### src/rtl/mbist_pkg.sv
// rtl/mbist_pkg.sv - shared state encoding and default sizing for the MBIST session controller
package mbist_pkg;

  typedef enum logic [1:0] {
    ST_IDLE   = 2'd0,
    ST_LAUNCH = 2'd1,
    ST_WAIT   = 2'd2,
    ST_REPORT = 2'd3
  } state_t;

  localparam int unsigned TIMEOUT_CYC_DEF = 1024;
  localparam int unsigned CNT_W_DEF       = 8;

endpackage

### src/rtl/mbist_timeout_cnt.sv
// rtl/mbist_timeout_cnt.sv - WAIT-cycle timer; expired flags the TIMEOUT_CYC-th enabled cycle
import mbist_pkg::*;

module mbist_timeout_cnt #(
  parameter int unsigned TIMEOUT_CYC = TIMEOUT_CYC_DEF
) (
  input  logic clk,
  input  logic rst_n,
  input  logic clear,
  input  logic enable,
  output logic expired
);

  localparam int unsigned W = (TIMEOUT_CYC > 2) ? $clog2(TIMEOUT_CYC) : 1;
  localparam logic [W-1:0] LAST = W'(TIMEOUT_CYC - 1);

  logic [W-1:0] r_cnt;

  // r_cnt holds the number of enabled cycles already seen, so the terminal one is combinational
  assign expired = enable && (r_cnt == LAST);

  always_ff @(posedge clk or negedge rst_n) begin
    if (!rst_n) begin
      r_cnt <= '0;
    end else if (clear) begin
      r_cnt <= '0;
    end else if (enable && !expired) begin
      r_cnt <= r_cnt + W'(1);
    end
  end

endmodule

### src/rtl/mbist_session_ctrl.sv
// rtl/mbist_session_ctrl.sv - MBIST session sequencer: launch, wait for done/timeout, report
// Optional repair re-run after a first-attempt fail is enabled by defining SESSION_RETRY_EN.
import mbist_pkg::*;

module mbist_session_ctrl #(
  parameter int unsigned TIMEOUT_CYC = TIMEOUT_CYC_DEF,
  parameter int unsigned CNT_W       = CNT_W_DEF
) (
  input  logic             clk,
  input  logic             rst_n,
  input  logic             req,
  output logic             bist_start,
  input  logic             bist_done,
  input  logic             bist_fail,
  output logic             busy,
  output logic             result_valid,
  output logic             result_pass,
  output logic             result_timeout,
  output logic             result_retried,
  output logic [CNT_W-1:0] run_cnt,
  output logic [CNT_W-1:0] fail_cnt
);

  state_t r_state;
  logic   r_done_prev;
  logic   r_pass;
  logic   r_timeout;
`ifdef SESSION_RETRY_EN
  logic   r_retried;
`endif

  logic w_done_edge;
  logic w_tmr_clear;
  logic w_tmr_en;
  logic w_expired;

  // Only a fresh rise counts, so a done level left high by a previous run cannot end this one
  assign w_done_edge = bist_done && !r_done_prev;
  assign w_tmr_clear = (r_state == ST_LAUNCH);
  assign w_tmr_en    = (r_state == ST_WAIT) && !w_done_edge;

  mbist_timeout_cnt #(
    .TIMEOUT_CYC (TIMEOUT_CYC)
  ) u_timeout_cnt (
    .clk     (clk),
    .rst_n   (rst_n),
    .clear   (w_tmr_clear),
    .enable  (w_tmr_en),
    .expired (w_expired)
  );

  always_ff @(posedge clk or negedge rst_n) begin
    if (!rst_n) begin
      r_state        <= ST_IDLE;
      r_done_prev    <= 1'b0;
      r_pass         <= 1'b0;
      r_timeout      <= 1'b0;
`ifdef SESSION_RETRY_EN
      r_retried      <= 1'b0;
`endif
      bist_start     <= 1'b0;
      busy           <= 1'b0;
      result_valid   <= 1'b0;
      result_pass    <= 1'b0;
      result_timeout <= 1'b0;
      result_retried <= 1'b0;
      run_cnt        <= '0;
      fail_cnt       <= '0;
    end else begin
      r_done_prev <= bist_done;
      bist_start  <= 1'b0;
      case (r_state)
        ST_IDLE: begin
          if (req) begin
            r_state      <= ST_LAUNCH;
            bist_start   <= 1'b1;
            busy         <= 1'b1;
            result_valid <= 1'b0;
`ifdef SESSION_RETRY_EN
            r_retried    <= 1'b0;
`endif
          end
        end
        ST_LAUNCH: begin
          r_state <= ST_WAIT;
        end
        ST_WAIT: begin
          if (w_done_edge) begin
`ifdef SESSION_RETRY_EN
            if (bist_fail && !r_retried) begin
              r_retried  <= 1'b1;
              r_state    <= ST_LAUNCH;
              bist_start <= 1'b1;
            end else begin
              r_pass    <= !bist_fail;
              r_timeout <= 1'b0;
              r_state   <= ST_REPORT;
            end
`else
            r_pass    <= !bist_fail;
            r_timeout <= 1'b0;
            r_state   <= ST_REPORT;
`endif
          end else if (w_expired) begin
            r_pass    <= 1'b0;
            r_timeout <= 1'b1;
            r_state   <= ST_REPORT;
          end
        end
        ST_REPORT: begin
          result_valid   <= 1'b1;
          result_pass    <= r_pass;
          result_timeout <= r_timeout;
`ifdef SESSION_RETRY_EN
          result_retried <= r_retried;
`else
          result_retried <= 1'b0;
`endif
          if (run_cnt != '1) run_cnt <= run_cnt + CNT_W'(1);
          if (!r_pass && (fail_cnt != '1)) fail_cnt <= fail_cnt + CNT_W'(1);
          busy    <= 1'b0;
          r_state <= ST_IDLE;
        end
        default: begin
          busy    <= 1'b0;
          r_state <= ST_IDLE;
        end
      endcase
    end
  end

endmodule

### config.mk
export PLATFORM = sky130hd
export DESIGN_NAME = mbist_session_ctrl
export DESIGN_NICKNAME = d
export VERILOG_FILES = /design/src/rtl/mbist_pkg.sv /design/src/rtl/mbist_timeout_cnt.sv /design/src/rtl/mbist_session_ctrl.sv
export SDC_FILE = /design/constraint.sdc
export NUM_CORES = 1
export LEC_CHECK = 0
export CORE_ASPECT_RATIO = 1.2
export CORE_MARGIN = 2
export CORE_UTILIZATION = 30
export CTS_BUF_LIST = sky130_fd_sc_hd__clkbuf_8
export DETAILED_ROUTE_END_ITERATION = 7
export SLEW_MARGIN = 20
export SYNTH_ARGS = -nofsm -noshare
export SYNTH_HDL_FRONTEND = slang
export SYNTH_SLANG_ARGS = --single-unit
### constraint.sdc
create_clock -name clk -period 3.9 [get_ports clk]
set_input_delay 0.78 -clock clk [delete_from_list [all_inputs] [get_ports clk]]
set_output_delay 0.78 -clock clk [all_outputs]
set_load 0.01 [all_outputs]
Word level (Yosys, flattened, before mapping) --
Cells that the tools add are included.
Operators by class: $add $sub $neg 3, eq/ne operators 8, multiplexer cells 16, reduce and logical (&&, ||, !) cells 19
Operators with widths (count):
- $mux W10 | 2
- $add A8 B1 Y8 const B | 2
- $ne A8 B8 Y1 const B | 2
- $add A10 B1 Y10 const B | 1
- $eq A10 B10 Y1 const B | 1
- $reduce_and A2 Y1 | 5
- $mux W1 | 8
- $pmux W2 S4 | 1
- $mux W2 | 3
- $reduce_bool A2 Y1 | 3
- $logic_and A1 B1 Y1 | 5
- $logic_not A1 Y1 | 5
- $eq A2 B2 Y1 const B | 2
- $pmux W1 S2 | 2
- $ne A3 B2 Y1 const B | 1
- $eq A2 B1 Y1 const B | 1
- $logic_not A2 Y1 | 1
- $ne A2 B2 Y1 const B | 1
Word-level totals: bits in registers 36, input port bits 5, output and inout port bits 22, word-level logic and storage cells 58

Depth between registers and ports, before layout --
word-level depth 9, gate-level depth with buffers 6, mapped depth without buffers 6

Modules after synthesis --
Synthesis repeated with hierarchy kept, for this count alone.
Second synthesis, totals: cells, all modules 172, area, all modules 1860.5 um^2
Modules (own cells, without submodules):
- mbist_session_ctrl | times used 1, cells an instance 116, area an instance 1306.3 um^2, seq. area each 650.6 um^2
- mbist_timeout_cnt | times used 1, cells an instance 56, area an instance 554.3 um^2, seq. area each 250.2 um^2

Worst setup path after synthesis --
OpenSTA, ideal clock, no wires.
path kind input -> register, start point in bist_done, end point reg r_state[1], library setup time 125 ps, data arrival time 1827 ps, required time 3775 ps, path slack 1948 ps, cell stages on the path 4, path buffers 0, cells stage by stage or2b_2 -> and2_1 -> a21oi_1 -> mux2_2
On the way: longest elaborated chain between the ends 6, elaborated cells between the ends (all ways) 8, those cells by class eq/ne: 1; mux: 2; reduce/logical: 5
Ends and longest elaborated chain:
- start: declaration | RTL line mbist_session_ctrl.sv:13 | input logic bist_done,
- $logic_and A1 B1 Y1 * | RTL line mbist_session_ctrl.sv:38 | assign w_done_edge = bist_done && !r_done_prev;
- $logic_not A1 Y1 | RTL line mbist_session_ctrl.sv:40 | assign w_tmr_en = (r_state == ST_WAIT) && !w_done_edge;
- $logic_and A1 B1 Y1 | RTL line mbist_session_ctrl.sv:40
- $logic_and A1 B1 Y1 | RTL line mbist_timeout_cnt.sv:20 | assign expired = enable && (r_cnt == LAST);
- $ne A3 B2 Y1 (no source line)
- $reduce_and A2 Y1 (no source line)
- end signal: assignment | RTL line mbist_session_ctrl.sv:54 | r_state <= ST_IDLE;
- end signal: assignment | RTL line mbist_session_ctrl.sv:75 | r_state <= ST_LAUNCH;
- end signal: assignment | RTL line mbist_session_ctrl.sv:85 | r_state <= ST_WAIT;
- end: declaration | RTL line mbist_session_ctrl.sv:24 | state_t r_state;
Every way passes the cells marked *; elsewhere a longest branch is shown, timed or not. A chain may end at the register's enable or synchronous reset.

Final worst setup path --
Same ends and word-level chain as after synthesis.

==> results_tabular.tex <==
\begin{tabular}{lr}
\hline
Metric & Value \\
\hline
\multicolumn{2}{l}{\textbf{Logic synthesis}} \\
Number of distinct library cells after synthesis & 38 \\
Largest cells by area after synthesis & sky130\_fd\_sc\_hd\_\_dfrtp\_1, sky130\_fd\_sc\_hd\_\_ha\_1, sky130\_fd\_sc\_hd\_\_xor2\_1, sky130\_fd\_sc\_hd\_\_mux2\_2, sky130\_fd\_sc\_hd\_\_a21oi\_1 \\
Count of flip-flops with a built-in enable after synthesis & 0 \\
Share of the yosys chip area belonging to registers & 51.2\% \\
Area share of fa/ha/maj cells after synthesis & 5.69\% \\
Share of synthesized registers carrying an async set or reset & 100\% \\
Mean Syn Cell Area & 10.7 sq um \\
Top\_reg\_cell synth & sky130\_fd\_sc\_hd\_\_dfrtp\_1 \\
Post-synthesis instance total & 164 \\
XOR/XNOR share of the synthesized area & 6.97\% \\
Post-synthesis mux area share & 3.77\% \\
FF+latch count, synth & 36 \\
Complex-gate fraction of the synthesized area & 9.03\% \\
Area share of the largest cell type after synthesis & 51.2\% \\
Synth area leader & sky130\_fd\_sc\_hd\_\_dfrtp\_1 \\
Synthesis Warnings & 0 \\
Simple-gate area share of the yosys netlist & 20.6\% \\
Most numerous cell types in the synthesized netlist & sky130\_fd\_sc\_hd\_\_dfrtp\_1, sky130\_fd\_sc\_hd\_\_nand2\_1, sky130\_fd\_sc\_hd\_\_xor2\_1, sky130\_fd\_sc\_hd\_\_a21oi\_1 \\
Mapped cell area & 1760 sq um \\
Largest family of logic cells by synthesized area & simple AND/OR/NAND/NOR gates \\
Synthesized netlist net count & 177 \\
Top-count cell post-synth & sky130\_fd\_sc\_hd\_\_dfrtp\_1 \\
\multicolumn{2}{l}{\textbf{Pwr}} \\
Peak ir drop on the vdd network & 0.339 mV \\
Cell leakage power & 0.000987 uW \\
Power density normalized to cell area & 619 nW/um\^{}2 \\
\multicolumn{2}{l}{\textbf{Worst setup path}} \\
Standard cell with the maximum stage delay on the critical path & sky130\_fd\_sc\_hd\_\_clkdlybuf4s50\_1 \\
Worst path arrival time & 2.40 ns \\
Beginning of the critical path & bist\_done \\
Ordered cell list for the critical path & clkdlybuf4s50\_1, or2b\_2, and2\_1, a21oi\_1, mux2\_2 \\
Required arrival time at the worst endpoint & 4.08 ns \\
Worst Setup Path Type & in2reg \\
Critical Path Sink Type & flip-flop \\
Launch point of the worst reg-to-reg path & u\_timeout\_cnt.r\_cnt[0] \\
CP startpoint kind & input port \\
Longest individual stage delay on the worst path & 0.49 ns \\
Crit-path max FO & 5 \\
\multicolumn{2}{l}{\textbf{Cells and area}} \\
Layout overhead on the synthesized area & 23.6\% \\
Fill cell count & 576 \\
\# diodes & 0 \\
Share of layout cells above drive strength 1 & 9.74\% \\
Cell Count, Final, Fillers Out & 275 \\
Net count of the finished layout & 207 \\
\multicolumn{2}{l}{\textbf{Global route}} \\
Pin count of the biggest net entering global routing & 37 \\
Number of global-route vias before repair & 1258 \\
First-pass GRT wire length & 5.79 mm \\
Global route overflow & 0 \\
Initial antenna violation count & 0 \\
Total routing usage reported by global routing & 11.6\% \\
\multicolumn{2}{l}{\textbf{Drt}} \\
Via density & 4.72 \\
Antenna-violating nets left & 0 \\
\# DRC & 0 \\
Total wire length after detailed routing & 3.42 mm \\
Via Count & 1297 \\
TritonRoute pass-1 iters & 4 \\
DRC violation total after the first TritonRoute iteration & 29 \\
Wire length per cell & 12.4 um \\
\multicolumn{2}{l}{\textbf{CTS}} \\
CTS resizes & 0 \\
Buffers from clock root to sink, at most & 2 \\
Clock tree from TritonCTS & built \\
Sinks on the clock net & 36 \\
Clock slew at the register clock pins of the worst setup and hold paths & 0.08 ns \\
Setup repair bufs after CTS & 0 \\
Cts-stage hold buffer count & 0 \\
Clock latency of the later-clocked register in the worst-skew pair & 0.29 ns \\
CTS buffer count & 5 \\
Root cell of the clock tree & sky130\_fd\_sc\_hd\_\_clkbuf\_8 \\
Maximum level of the CTS H-tree & 2 \\
\multicolumn{2}{l}{\textbf{STA}} \\
Time the final worst path needs with I/O delays and setup & 2.22 ns \\
Final Max Slew Viols & 0 \\
Fin Clk Skew & 0.0131 ns \\
Worst rel slew slack & 45.4\% \\
Final setup fails & 0 \\
Worst slew pin tran & 0.818 ns \\
Final total negative setup slack & 0 ns \\
Setup repair after global routing missed its margin & false \\
Final Hold Fails & 0 \\
Final critical-path share of the clock period & 57.0\% \\
Maximum frequency from static timing analysis & 0.450 GHz \\
\multicolumn{2}{l}{\textbf{Floorplan}} \\
Die area & 6500 sq um \\
Die Span X & 73.9 um \\
Height of the chip & 87.9 um \\
Starting density of the core & 31.0\% \\
Number of placement rows & 30 \\
Boundary pin count & 27 \\
Core area & 5670 sq um \\
\multicolumn{2}{l}{\textbf{Place}} \\
Placed cell count & 267 \\
Post-detail-place hpwl & 2.39 mm \\
Count of port buffers added during placement & 25 \\
Final Wtd Congestion & 0.743 \\
\multicolumn{2}{l}{\textbf{Hold path}} \\
Hold Path Class & reg2reg \\
Source of the worst hold timing path & fail\_cnt[6] \\
\multicolumn{2}{l}{\textbf{Outcome}} \\
Outcome & finished clean \\
\multicolumn{2}{l}{\textbf{Flow run}} \\
Reported max-cap violation count & 0 \\
\hline
\end{tabular}
## cells in the final DEF (no fill, tap or decap), types with 7 or more instances in the layout
master	Yosys	final
sky130_fd_sc_hd__o21ai_0	7	7
sky130_fd_sc_hd__nand2_1	12	12
sky130_fd_sc_hd__a21oi_1	9	9
sky130_fd_sc_hd__xor2_1	11	11
sky130_fd_sc_hd__nand3_1	8	8
sky130_fd_sc_hd__clkdlybuf4s50_1	0	24
sky130_fd_sc_hd__nor2_1	8	8
sky130_fd_sc_hd__dfrtp_1	36	36
sky130_fd_sc_hd__inv_1	8	10
sky130_fd_sc_hd__nor3_1	8	8
sky130_fd_sc_hd__ha_1	8	8
## flip-flops by register name, summed over array words and instances (netlist names)
| signal | cells |
|---|---|
| r_state | 2 |
| r_done_prev | 1 |
| r_timeout | 1 |
| busy | 1 |
| result_timeout | 1 |
| result_pass | 1 |
| u_timeout_cnt.r_cnt | 10 |
| r_pass | 1 |
| fail_cnt | 8 |
| bist_start | 1 |
| result_valid | 1 |
| run_cnt | 8 |
## layout make-up
cell class,instances,area [sq um],share of cell area (%)
clock buffer,5,68.8,3.16
clock inverter,3,16.3,0.748
inverter,8,30.0,1.38
multi-input combinational,118,813,37.4
sequential,36,901,41.4
tap,80,100,4.60
timing repair buffer,25,245,11.3
## per-layer routing
layer | vias up | global-route usage [%] | share of wire [%]
met1 | 635 | 13.5 | 44
met5 | - | 0 | 0
li1 | 634 | - | -
met2 | 23 | 19.9 | 51
met4 | 0 | 4.30 | 1.1
met3 | 5 | 3.80 | 4.6
## worst paths after layout
check | endpoint | slack [ns] | cells past startpoint
max reg2reg | r_state[1] | 2.12 | 5
min reg2reg | fail_cnt[6] | 0.50 | 1
max | r_state[1] | 1.68 | 5
max in group asynchronous | u_timeout_cnt.r_cnt[3] | 2.80 | 1
min in group asynchronous | u_timeout_cnt.r_cnt[9] | 0.58 | 1
min | fail_cnt[6] | 0.50 | 1
## worst max-delay path, delay by kind of cell
family | cells | cell delay, ns
buffers and inverters | 1 | 0.49
muxes | 1 | 0.35
and+or+nand+nor | 2 | 0.57
AOI/OAI and AO/OA | 1 | 0.20
## per-stage QoR
stage	hold slack [ns]	cell area (sq um)	utilization, %	power [uW]	setup WS (ns)
after CTS	0.503	2170	38.4	1370	1.69
after floorplan	0.444	1760	-	869	1.95
after detailed placement	0.492	2090	36.9	1100	1.38
after global routing	0.515	2170	38.4	1460	1.62
final	0.496	2170	38.4	1350	1.68
after global placement	0.470	2090	36.9	1090	1.41
## logic make-up after synthesis
| family | after synthesis |
|---|---|
| compound gates | 26 |
| xor+xnor | 14 |
| fa+ha+maj | 8 |
| buf+inv | 10 |
| flops | 36 |
| mux | 6 |
| other cells | 1 |
| simple gates | 63 |
## power breakdown
| group | leakage (uW) | internal (uW) | switching [uW] | total, uW |
|---|---|---|---|---|
| Combinational | 0.000467 | 266 | 243 | 509 |
| Clock | 0.0000507 | 122 | 133 | 255 |
| Sequential | 0.000469 | 474 | 108 | 582 |
| Total | 0.000987 | 862 | 484 | 1350 |
Power figures use the tool's default switching activity.
